--- config.mk ---
export PLATFORM = sky130hd
export DESIGN_NAME = gemm_tile_sequencer_flat
export DESIGN_NICKNAME = d
export VERILOG_FILES = /design/src/rtl/gemm_tile_sequencer_pkg.sv /design/src/rtl/gemm_tile_sequencer_if.sv /design/src/rtl/sram_rd_align.sv /design/src/rtl/gemm_tile_sequencer.sv /design/src/flat_wrapper.sv
export SDC_FILE = /design/constraint.sdc
export NUM_CORES = 1
export LEC_CHECK = 0
export ABC_AREA = 0
export BUFFER_PORTS_ARGS = -buffer_cell sky130_fd_sc_hd__buf_2
export CORE_MARGIN = 5
export CORE_UTILIZATION = 29
export CTS_CLUSTER_DIAMETER = 150
export DETAILED_ROUTE_END_ITERATION = 10
export GPL_TIMING_DRIVEN = 0
export PLACE_DENSITY = 0.57
export SYNTH_ARGS = -nofsm -noshare
export SYNTH_HDL_FRONTEND = slang
export SYNTH_SLANG_ARGS = --single-unit
export TNS_END_PERCENT = 100
--- constraint.sdc ---
create_clock -name clk -period 2.2 [get_ports clk]
set_input_delay 0.33 -clock clk [delete_from_list [all_inputs] [get_ports clk]]
set_output_delay 0.33 -clock clk [all_outputs]
set_load 0.03 [all_outputs]
--- src/rtl/gemm_tile_sequencer_pkg.sv ---
// rtl/gemm_tile_sequencer_pkg.sv - shared state encoding and timing constants for the GEMM tile sequencer
package gemm_tile_sequencer_pkg;

  typedef enum logic [2:0] {
    ST_IDLE,
    ST_LOAD_W,
    ST_WAIT_ARR,
    ST_STREAM,
    ST_DRAIN,
    ST_DONE
  } seq_state_e;

  // Weight load: one read per row plus one cycle for the last row to land.
  function automatic int unsigned load_len(input int unsigned array_size);
    return array_size + 1;
  endfunction

  // Zero-padded vectors needed to push the last activation through the skewed array.
  function automatic int unsigned flush_len(input int unsigned array_size);
    return 2 * array_size - 2;
  endfunction

  function automatic int unsigned cnt_width(input int unsigned array_size, input int unsigned timeout);
    int unsigned span;
    span = 3 * array_size;
    if (timeout + 1 > span) span = timeout + 1;
    return $clog2(span + 1);
  endfunction

endpackage

--- src/rtl/gemm_tile_sequencer_if.sv ---
// rtl/gemm_tile_sequencer_if.sv - tile command channel between host and sequencer
interface gemm_tile_sequencer_if #(
  parameter int unsigned ADDR_WIDTH = 16,
  parameter int unsigned NV_WIDTH   = 5
);
  logic                  cmd_valid;
  logic                  cmd_ready;
  logic [ADDR_WIDTH-1:0] cmd_wgt_base;
  logic [ADDR_WIDTH-1:0] cmd_act_base;
  logic [ADDR_WIDTH-1:0] cmd_out_base;
  logic [NV_WIDTH-1:0]   cmd_num_vecs;
  logic                  cmd_accumulate;

  modport master (
    output cmd_valid, cmd_wgt_base, cmd_act_base, cmd_out_base, cmd_num_vecs, cmd_accumulate,
    input  cmd_ready
  );

  modport slave (
    input  cmd_valid, cmd_wgt_base, cmd_act_base, cmd_out_base, cmd_num_vecs, cmd_accumulate,
    output cmd_ready
  );
endinterface

--- src/rtl/sram_rd_align.sv ---
// rtl/sram_rd_align.sv - delays a read strobe and its tag by the 1-cycle SRAM read latency
module sram_rd_align #(
  parameter int unsigned TAG_W = 1
) (
  input  logic             clk,
  input  logic             rst_n,
  input  logic             rd_en,
  input  logic [TAG_W-1:0] rd_tag,
  output logic             out_valid,
  output logic [TAG_W-1:0] out_tag
);

  always_ff @(posedge clk or negedge rst_n) begin
    if (!rst_n) begin
      out_valid <= 1'b0;
      out_tag   <= '0;
    end else begin
      out_valid <= rd_en;
      out_tag   <= rd_en ? rd_tag : '0;
    end
  end

endmodule

--- src/rtl/gemm_tile_sequencer.sv ---
// rtl/gemm_tile_sequencer.sv - sequences weight load, activation stream and drain for one systolic tile
module gemm_tile_sequencer
  import gemm_tile_sequencer_pkg::*;
#(
  parameter int unsigned ARRAY_SIZE = 16,
  parameter int unsigned ADDR_WIDTH = 16,
  parameter int unsigned TIMEOUT    = 255
) (
  input  logic                          clk,
  input  logic                          rst_n,
  gemm_tile_sequencer_if.slave          cmd,
  output logic                          wgt_rd_en,
  output logic [ADDR_WIDTH-1:0]         wgt_rd_addr,
  output logic                          act_rd_en,
  output logic [ADDR_WIDTH-1:0]         act_rd_addr,
  output logic                          sa_load_weights,
  output logic                          sa_start_compute,
  output logic                          sa_clear_acc,
  output logic                          sa_activation_valid,
  output logic                          sa_act_zero,
  output logic [$clog2(ARRAY_SIZE)-1:0] sa_weight_row,
  input  logic                          sa_busy,
  input  logic                          sa_result_valid,
  output logic                          res_wr_en,
  output logic [ADDR_WIDTH-1:0]         res_wr_addr,
  output logic                          done,
  output logic                          err,
  output logic                          busy
);

  localparam int unsigned NVW = $clog2(ARRAY_SIZE) + 1;
  localparam int unsigned RW  = $clog2(ARRAY_SIZE);
  localparam int unsigned CW  = cnt_width(ARRAY_SIZE, TIMEOUT);
  localparam logic [CW-1:0] LOAD_LAST = CW'(load_len(ARRAY_SIZE) - 1);
  localparam logic [CW-1:0] ROWS      = CW'(ARRAY_SIZE);
  localparam logic [CW-1:0] FLUSH     = CW'(flush_len(ARRAY_SIZE));
  localparam logic [CW-1:0] TIMEOUT_C = CW'(TIMEOUT);
  localparam logic [CW-1:0] CNT_MAX   = '1;

  seq_state_e            state;
  logic [CW-1:0]         cnt;
  logic [CW-1:0]         cnt_inc;
  logic [CW-1:0]         stream_len;
  logic [NVW-1:0]        num_vecs;
  logic                  accumulate;
  logic [ADDR_WIDTH-1:0] act_base;
  logic [ADDR_WIDTH-1:0] res_ptr;
  logic                  err_flag;
  logic                  feed_en;
  logic                  nv_ok;
  logic [RW-1:0]         wgt_row;
  logic                  act_zero_tag;

  assign cnt_inc      = cnt + CW'(1);
  assign stream_len   = CW'(num_vecs) + FLUSH;
  assign nv_ok        = (cmd.cmd_num_vecs != '0) && (cmd.cmd_num_vecs <= NVW'(ARRAY_SIZE));
  assign wgt_row      = cnt[RW-1:0];
  // Feeder slots past the real vectors carry zeros to flush the skew.
  assign act_zero_tag = feed_en & ~act_rd_en;

  sram_rd_align #(.TAG_W(RW)) u_wgt_align (
    .clk       (clk),
    .rst_n     (rst_n),
    .rd_en     (wgt_rd_en),
    .rd_tag    (wgt_row),
    .out_valid (sa_load_weights),
    .out_tag   (sa_weight_row)
  );

  sram_rd_align #(.TAG_W(1)) u_act_align (
    .clk       (clk),
    .rst_n     (rst_n),
    .rd_en     (feed_en),
    .rd_tag    (act_zero_tag),
    .out_valid (sa_activation_valid),
    .out_tag   (sa_act_zero)
  );

  always_ff @(posedge clk or negedge rst_n) begin
    if (!rst_n) begin
      state            <= ST_IDLE;
      cnt              <= '0;
      num_vecs         <= '0;
      accumulate       <= 1'b0;
      act_base         <= '0;
      res_ptr          <= '0;
      err_flag         <= 1'b0;
      feed_en          <= 1'b0;
      cmd.cmd_ready    <= 1'b0;
      wgt_rd_en        <= 1'b0;
      wgt_rd_addr      <= '0;
      act_rd_en        <= 1'b0;
      act_rd_addr      <= '0;
      sa_start_compute <= 1'b0;
      sa_clear_acc     <= 1'b0;
      res_wr_en        <= 1'b0;
      res_wr_addr      <= '0;
      done             <= 1'b0;
      err              <= 1'b0;
      busy             <= 1'b0;
    end else begin
      sa_start_compute <= 1'b0;
      sa_clear_acc     <= 1'b0;
      done             <= 1'b0;
      err              <= 1'b0;
      res_wr_en        <= sa_result_valid;
      if (sa_result_valid) begin
        res_wr_addr <= res_ptr;
        res_ptr     <= res_ptr + ADDR_WIDTH'(1);
      end
      case (state)
        ST_IDLE: begin
          cmd.cmd_ready <= 1'b1;
          if (cmd.cmd_valid && cmd.cmd_ready) begin
            cmd.cmd_ready <= 1'b0;
            busy          <= 1'b1;
            state         <= ST_LOAD_W;
            cnt           <= '0;
            num_vecs      <= cmd.cmd_num_vecs;
            accumulate    <= cmd.cmd_accumulate;
            act_base      <= cmd.cmd_act_base;
            res_ptr       <= cmd.cmd_out_base;
            err_flag      <= !nv_ok;
            wgt_rd_en     <= nv_ok;
            wgt_rd_addr   <= cmd.cmd_wgt_base;
          end
        end
        ST_LOAD_W: begin
          if (err_flag) begin
            state <= ST_DONE;
            done  <= 1'b1;
            err   <= 1'b1;
          end else if (cnt == LOAD_LAST) begin
            state <= ST_WAIT_ARR;
            cnt   <= '0;
          end else begin
            cnt       <= cnt_inc;
            wgt_rd_en <= (cnt_inc < ROWS);
            if (wgt_rd_en) wgt_rd_addr <= wgt_rd_addr + ADDR_WIDTH'(1);
          end
        end
        ST_WAIT_ARR: begin
          if (!sa_busy) begin
            state            <= ST_STREAM;
            cnt              <= '0;
            sa_start_compute <= 1'b1;
            sa_clear_acc     <= !accumulate;
            act_rd_en        <= 1'b1;
            act_rd_addr      <= act_base;
            feed_en          <= 1'b1;
          end
        end
        ST_STREAM: begin
          cnt       <= cnt_inc;
          act_rd_en <= (cnt_inc < CW'(num_vecs));
          feed_en   <= (cnt_inc < stream_len);
          if (act_rd_en) act_rd_addr <= act_rd_addr + ADDR_WIDTH'(1);
          if (cnt == stream_len) begin
            state <= ST_DRAIN;
            cnt   <= '0;
          end
        end
        ST_DRAIN: begin
          if (!sa_busy && !sa_result_valid) begin
            state <= ST_DONE;
            done  <= 1'b1;
            err   <= err_flag;
          end else if (cnt >= TIMEOUT_C) begin
            state <= ST_DONE;
            done  <= 1'b1;
            err   <= 1'b1;
          end else if (cnt != CNT_MAX) begin
            cnt <= cnt_inc;
          end
        end
        ST_DONE: begin
          state         <= ST_IDLE;
          cnt           <= '0;
          err_flag      <= 1'b0;
          busy          <= 1'b0;
          cmd.cmd_ready <= 1'b1;
        end
        default: state <= ST_IDLE;
      endcase
    end
  end

endmodule
--- src/flat_wrapper.sv ---
// flat-port wrapper written by rule: the top's interface ports become plain ports
module gemm_tile_sequencer_flat import gemm_tile_sequencer_pkg::*;
#(
  parameter int unsigned ARRAY_SIZE = 16,
  parameter int unsigned ADDR_WIDTH = 16,
  parameter int unsigned TIMEOUT    = 255
)
  (clk, rst_n, wgt_rd_en, wgt_rd_addr, act_rd_en, act_rd_addr, sa_load_weights, sa_start_compute, sa_clear_acc, sa_activation_valid, sa_act_zero, sa_weight_row, sa_busy, sa_result_valid, res_wr_en, res_wr_addr, done, err, busy, cmd_cmd_valid, cmd_cmd_wgt_base, cmd_cmd_act_base, cmd_cmd_out_base, cmd_cmd_num_vecs, cmd_cmd_accumulate, cmd_cmd_ready);
  gemm_tile_sequencer_if #(.ADDR_WIDTH(ADDR_WIDTH)) cmd_i ();
  input  logic clk;
  input  logic rst_n;
  output logic wgt_rd_en;
  output logic [ADDR_WIDTH-1:0] wgt_rd_addr;
  output logic act_rd_en;
  output logic [ADDR_WIDTH-1:0] act_rd_addr;
  output logic sa_load_weights;
  output logic sa_start_compute;
  output logic sa_clear_acc;
  output logic sa_activation_valid;
  output logic sa_act_zero;
  output logic [$clog2(ARRAY_SIZE)-1:0] sa_weight_row;
  input  logic sa_busy;
  input  logic sa_result_valid;
  output logic res_wr_en;
  output logic [ADDR_WIDTH-1:0] res_wr_addr;
  output logic done;
  output logic err;
  output logic busy;
  input wire logic [$bits(cmd_i.cmd_valid)-1:0] cmd_cmd_valid;
  input wire logic [$bits(cmd_i.cmd_wgt_base)-1:0] cmd_cmd_wgt_base;
  input wire logic [$bits(cmd_i.cmd_act_base)-1:0] cmd_cmd_act_base;
  input wire logic [$bits(cmd_i.cmd_out_base)-1:0] cmd_cmd_out_base;
  input wire logic [$bits(cmd_i.cmd_num_vecs)-1:0] cmd_cmd_num_vecs;
  input wire logic [$bits(cmd_i.cmd_accumulate)-1:0] cmd_cmd_accumulate;
  output wire logic [$bits(cmd_i.cmd_ready)-1:0] cmd_cmd_ready;
  assign cmd_i.cmd_valid = cmd_cmd_valid;
  assign cmd_i.cmd_wgt_base = cmd_cmd_wgt_base;
  assign cmd_i.cmd_act_base = cmd_cmd_act_base;
  assign cmd_i.cmd_out_base = cmd_cmd_out_base;
  assign cmd_i.cmd_num_vecs = cmd_cmd_num_vecs;
  assign cmd_i.cmd_accumulate = cmd_cmd_accumulate;
  assign cmd_cmd_ready = cmd_i.cmd_ready;
  gemm_tile_sequencer #(.ARRAY_SIZE(ARRAY_SIZE), .ADDR_WIDTH(ADDR_WIDTH), .TIMEOUT(TIMEOUT)) u_core (.clk(clk), .rst_n(rst_n), .cmd(cmd_i), .wgt_rd_en(wgt_rd_en), .wgt_rd_addr(wgt_rd_addr), .act_rd_en(act_rd_en), .act_rd_addr(act_rd_addr), .sa_load_weights(sa_load_weights), .sa_start_compute(sa_start_compute), .sa_clear_acc(sa_clear_acc), .sa_activation_valid(sa_activation_valid), .sa_act_zero(sa_act_zero), .sa_weight_row(sa_weight_row), .sa_busy(sa_busy), .sa_result_valid(sa_result_valid), .res_wr_en(res_wr_en), .res_wr_addr(res_wr_addr), .done(done), .err(err), .busy(busy));
endmodule
# Yosys cells after proc, flatten, opt, wreduce, memory -nomap -nowiden
# Index checks and enable logic that the tools add are counted.
dict set report totals {
  register_bits 116
  input_bits 59
  out_inout_bits 64
  wordCells 130
}
dict set report classes {
  n_addsub 5
  order_cmp 5
  n_eq_ne 20
  n_mux 53
  n_bitwise 2
  n_reduce_logical 21
}
# cell count
set op_table {}
lappend op_table {{$mux 16} 9}
lappend op_table {{$mux 9} 8}
lappend op_table {{$pmux 16 s2} 2}
lappend op_table {{$pmux 9 s6} 1}
lappend op_table {{$add 16x1->16 const B} 3}
lappend op_table {{$mux 3} 7}
lappend op_table {{$mux 1} 16}
lappend op_table {{$pmux 1 s2} 8}
lappend op_table {{$pmux 3 s5} 1}
lappend op_table {{$ne 2x1->1 const B} 5}
lappend op_table {{$ne 2x2->1 const B} 5}
lappend op_table {{$reduce_and 5->1} 2}
lappend op_table {{$add 9x1->9 const B} 1}
lappend op_table {{$eq 9x5->1 const B} 1}
lappend op_table {{$eq 9x9->1} 1}
lappend op_table {{$ge 9x8->1 const B} 1}
lappend op_table {{$lt 9x5->1} 1}
lappend op_table {{$lt 9x5->1 const B} 1}
lappend op_table {{$lt 9x9->1} 1}
lappend op_table {{$ne 9x9->1 const B} 1}
lappend op_table {{$reduce_and 7->1} 1}
lappend op_table {{$add 5x5->6 const B} 1}
lappend op_table {{$eq 3x2->1 const B} 2}
lappend op_table {{$eq 3x3->1 const B} 2}
lappend op_table {{15 further kinds} 25}

# Logic depth before layout (Yosys ltp)
dict set report logic_depth {
  word_depth 5
  mapped_depth 11
  depth_no_buf 9
}

# Hierarchy
# From an unflattened synthesis, not the netlist that was laid out.
dict set report hier_totals {
  cells_unflattened 689
  area_unflattened_um2 6195.9
}
# mod instances cells_each area_per_inst_um2 seq_area_each_um2
set modules_own_cells {}
lappend modules_own_cells {gemm_tile_sequencer 1 677 5989.5 2727.6}
lappend modules_own_cells {{sram_rd_align at u_core.u_wgt_align} 1 9 150.1 125.1}
lappend modules_own_cells {{sram_rd_align at u_core.u_act_align} 1 3 56.3 50.0}

# Worst setup path before layout
# Ideal clock, no wire load.
dict set report synth_path {
  path_kind {reg2reg}
  start {register u_core.cnt[0]}
  end {register u_core.cnt[0]}
  setup_time_ps 125
  arrival_ps 2245
  required_time_ps 2075
  path_slack_ps -170
  path_stages_with_launch 8
  n_path_buf 0
  period_less_slack_ps 2370
  path_cell_list {dfrtp_1 > ha_1 > or4_1 > nor3_2 > nand4_2 > a211oi_4 > nor2_2 > mux2_4}
}
dict set report synth_between {
  elab_chain_len 5
  word_cells_on_any_way 15
  classes_between {add/sub: 1; order compare: 1; eq/ne: 5; mux: 7; reduce/logical: 1}
}
# element line_no
set synth_rtl {}
lappend synth_rtl {{start: declaration} gemm_tile_sequencer.sv:41} ;# logic [CW-1:0] cnt;
lappend synth_rtl {{start signal: assignment} gemm_tile_sequencer.sv:137} ;# cnt <= cnt_inc;
lappend synth_rtl {{start signal: assignment} gemm_tile_sequencer.sv:154} ;# cnt <= cnt_inc;
lappend synth_rtl {{start signal: assignment} gemm_tile_sequencer.sv:173} ;# cnt <= cnt_inc;
lappend synth_rtl {{$add 9x1->9} gemm_tile_sequencer.sv:54} ;# assign cnt_inc = cnt + CW'(1);
lappend synth_rtl {{$mux 9} gemm_tile_sequencer.sv:172} ;# end else if (cnt != CNT_MAX) begin
lappend synth_rtl {{$mux 9} gemm_tile_sequencer.sv:168} ;# end else if (cnt >= TIMEOUT_C) begin
lappend synth_rtl {{$mux 9} gemm_tile_sequencer.sv:164} ;# if (!sa_busy && !sa_result_valid) begin
lappend synth_rtl {{$pmux 9 s6} gemm_tile_sequencer.sv:111} ;# case (state)
# Parallel ways exist; a longest one is shown, timed or not. The select of a mux whose other input is x is not followed.
# A chain may end at the register's enable or synchronous reset.

# Worst setup path in the final report
# Ends and elaborated chain as after synthesis.

==> metrics.log <==
INFO  metric timing.hold.ws = 0.110 ns
INFO  metric syn2layout_area_growth = 33.6%
INFO  metric ys_seq_elements = 116
INFO  metric placement.setup.worst_slack = -0.497 ns
INFO  metric synth.area.mux_share = 6.93%
INFO  metric synth_cell_type_count = 60
INFO  metric irDropWorstVdd = 0.880 mV
INFO  metric powerDensity = 1600 nW/µm²
INFO  metric synth_adder_area_share = 3.73%
INFO  metric maxCapViolations = 0
INFO  metric ys.warnings.count = 0
INFO  metric clock_latency = 0.42 ns
INFO  metric antenna_left = 0
INFO  metric synthesis.area = 6030 µm²
INFO  metric globalRouteTotalUtil = 14.3%
INFO  metric clockRootBuffer = sky130_fd_sc_hd__clkbuf_16
INFO  metric htreeDepth = 4
INFO  metric violated_checks = negative setup slack
INFO  metric fp.dieW = 154 µm
INFO  metric synth_top_cell_by_area = sky130_fd_sc_hd__dfrtp_1
INFO  metric seq_area = 2910 µm²
INFO  metric routed_via_density = 4.94
INFO  metric crit_slowest_cell = sky130_fd_sc_hd__or4_4
INFO  metric io_pins = 123
INFO  metric placed_area = 7020 µm²
INFO  metric cp_data_required_time = 2.50 ns
INFO  metric post_synth_main_area_contributors = sky130_fd_sc_hd__dfrtp_1 48%, sky130_fd_sc_hd__mux2_2 6.3%, sky130_fd_sc_hd__nand2_1 4.2%
INFO  metric minimum_period_implied_by_the_final_worst_setup_slack = 2.33 ns
INFO  metric r2r_setup_slack = -0.13 ns
INFO  metric fin_crit_sh = 106%
INFO  metric critical_path.startpoint_type = register
INFO  metric final_core_utilization = 39.6%
INFO  metric fmaxAchievable = 429 MHz
INFO  metric post_synth_top_flop = sky130_fd_sc_hd__dfrtp_1
INFO  metric skew = 0.00949 ns
INFO  metric filler_cell_count = 1999
INFO  metric drive_above_1_share = 34.0%
INFO  metric yosys.area_share.xor_xnor = 4.21%
INFO  metric global_route.overflow_total = 0
INFO  metric ys_seq_area_share = 48.1%
INFO  metric synth_edf_count = 0
INFO  metric first_global_vias = 5325
INFO  metric fp.coreArea = 20400 µm²
INFO  metric tritoncts_num_sinks = 116
INFO  metric finalInstanceArea = 8060 µm²
INFO  metric routed_wl = 17100 µm
INFO  metric endpoint_kind = register
INFO  metric postSynthAreaPerCell = 9.66 µm²
INFO  metric placementRows = 52
INFO  metric result_of_the_run = complete, but fails checks
INFO  metric effective_utilization_at_floorplan = 29.6%
INFO  metric tightestPinTransition = 0.603 ns
INFO  metric syn-num-nets = 701
INFO  metric worstSetupPathType = reg2reg
INFO  metric arrival = 2.63 ns
INFO  metric crit_path_max_incr_delay = 0.52 ns
INFO  metric grt_antenna_before_repair = 3
INFO  metric post_synth_inst_count = 624
INFO  metric clk_path_buf_depth = 2
INFO  metric crit_chain = ha_4 > or4_4 > nor3_4 > nand4_4 > a211oi_4 > buf_6 > nor2_4 > mux2_4
INFO  metric wl_per_cell = 15.9 µm
INFO  metric cp_top_family = simple AND/OR/NAND/NOR gates
INFO  metric rsz0062_at_grt = yes
INFO  metric largest_net_degree_at_the_start_of_global_routing = 60
INFO  metric critPathMaxFanout = 5
INFO  metric dieHeight = 154 µm
INFO  metric cts.clk_slew.worst_paths = 0.06 ns
INFO  metric drc = 0
INFO  metric routed-via-count = 5298
INFO  metric cts_made_buffers = 17
INFO  metric fin_nets = 865
INFO  metric maxSlewHeadroom = 59.8%
INFO  metric timing.final.setup_violations = 9
INFO  metric tritoncts_clock_tree = done
INFO  metric synth-compound-area-share = 16.1%
INFO  metric wire_length_of_the_first_global_routing_pass = 27500 µm
INFO  metric synth_top_family_by_area = simple AND/OR/NAND/NOR gates
INFO  metric multiInputGateArea = 3130 µm²
INFO  metric place.gp.congestion = 0.846
INFO  metric slew_viol_final = 0
INFO  metric ys_async_sr_fraction = 100%
INFO  metric die-area = 23800 µm²
INFO  metric power.leakage = 3.60 nW
INFO  metric synth_simple_gate_area_share = 17.2%
INFO  metric hold_path_class = in2reg
INFO  metric hpwlAfterDp = 12200 µm
INFO  metric hold_viol_final = 0
INFO  metric placement.io_buffers = 122
INFO  metric firstDrtPassIters = 4
INFO  metric drt_iter0_markers = 266
INFO  metric critPathBufInv = 1
INFO  metric netlist.area_leader.share = 48.1%
INFO  metric worst_slack = -0.133 ns
INFO  metric finalSetupTns = -0.629 ns
==> power breakdown <==
group | switching [mW] | internal (mW)
combinational | 3.72 | 2.41
clock | 1.10 | 1.69
sequential | 0.887 | 3.06
total | 5.71 | 7.16
==> final timing paths <==
path                            startpoint                            to  cells after the start
min reg2reg                 u_core.feed_en  u_core.u_act_align.out_valid                      0
min in group asynchronous            rst_n        u_core.res_wr_addr[14]                      2
min                        sa_result_valid              u_core.res_wr_en                      1
max reg2reg                  u_core.cnt[0]                 u_core.cnt[0]                      8
max                          u_core.cnt[0]                 u_core.cnt[0]                      8
max in group asynchronous            rst_n                 u_core.cnt[2]                      3
==> worst register-to-register path, delay by kind of cell (launching register included) <==
kind / cells / cell delay (ns)
muxes: 1 / 0.24
and+or+nand+nor: 4 / 0.85
adders and majority gates: 1 / 0.23
buffers and inverters: 1 / 0.16
DFF: 1 / 0.47
AOI/OAI and AO/OA: 1 / 0.26
==> cell type report <==
class	instances	share of cell area (%)
plain buffers	30	1.94
inverters	19	0.916
multi-input cells	455	38.8
repair buffers	149	10.6
well taps	270	4.19
clock buffers	17	5.28
clock inverters	15	2.10
diodes	2	0.0621
flip-flops and latches	116	36.1
==> synth_stat cells, types with 13 or more instances <==
cell type	instances
sky130_fd_sc_hd__nand2_1	68
sky130_fd_sc_hd__ha_1	18
sky130_fd_sc_hd__xor2_1	19
sky130_fd_sc_hd__o21ai_0	40
sky130_fd_sc_hd__inv_1	18
sky130_fd_sc_hd__nor3_1	17
sky130_fd_sc_hd__nand3_1	26
sky130_fd_sc_hd__nor2_1	35
sky130_fd_sc_hd__clkbuf_1	21
sky130_fd_sc_hd__and3_1	13
sky130_fd_sc_hd__mux2_2	34
sky130_fd_sc_hd__o21ai_1	21
sky130_fd_sc_hd__a21oi_1	48
sky130_fd_sc_hd__dfrtp_1	116
==> layer usage <==
layer | track usage, % | up-vias | routed length [µm]
met1 | 19.7 | 2557 | 8070
met3 | 4.78 | 27 | 1230
met5 | 0 | - | 7
met4 | 4.42 | 2 | 292
met2 | 21.3 | 147 | 7500
li1 | - | 2565 | -
==> metrics by stage <==
step	cells	power, mW
2_1_floorplan	624	7.79
3_3_place_gp	1016	9.39
3_5_place_dp	1017	9.47
4_1_cts	1063	12.7
5_1_grt	1073	13.8
6_report	1073	12.9
==> cell families (layout without fill, tap and decap cells) <==
group,after synthesis,count (layout)
other,0,2
and+or+nand+nor,209,209
xor gates and xnor gates,29,29
adders and majority gates,18,18
DFF,116,116
muxes,37,37
AOI/OAI and AO/OA,162,162
buffers and inverters,53,230
==> what timing repair did <==
action                     in CTS  in global routing
buffers inserted               16                  9
hold endpoints to repair       57                  0
pin swaps                       8                 10
setup endpoints to repair      79                 59
hold buffers                    1                  0
resized for setup              27                 40
==> flip-flops by register name, summed over array words and instances, names as in the netlist, 3 cells and up <==
name,cells
u_core.wgt_rd_addr,16
u_core.state,3
u_core.act_base,16
u_core.num_vecs,5
u_core.u_wgt_align.out_tag,4
u_core.act_rd_addr,16
u_core.cnt,9
u_core.res_ptr,16
u_core.res_wr_addr,16
==> cells in the final DEF (no fill, tap or decap), drive strengths merged, types with 4 or more instances in the layout <==
master,instances
a21oi,48
a22o,4
a31oi,10
and3,13
buf,163
clkbuf,32
clkinvlp,4
dfrtp,116
ha,18
inv,26
mux2,35
nand2,68
nand2b,6
nand3,26
nand4,10
nor2,36
nor2b,7
nor3,18
nor4,5
o21ai,62
o22a,7
o22ai,9
or3,5
xnor2,10
xor2,19
Power figures use the tool's default switching activity.
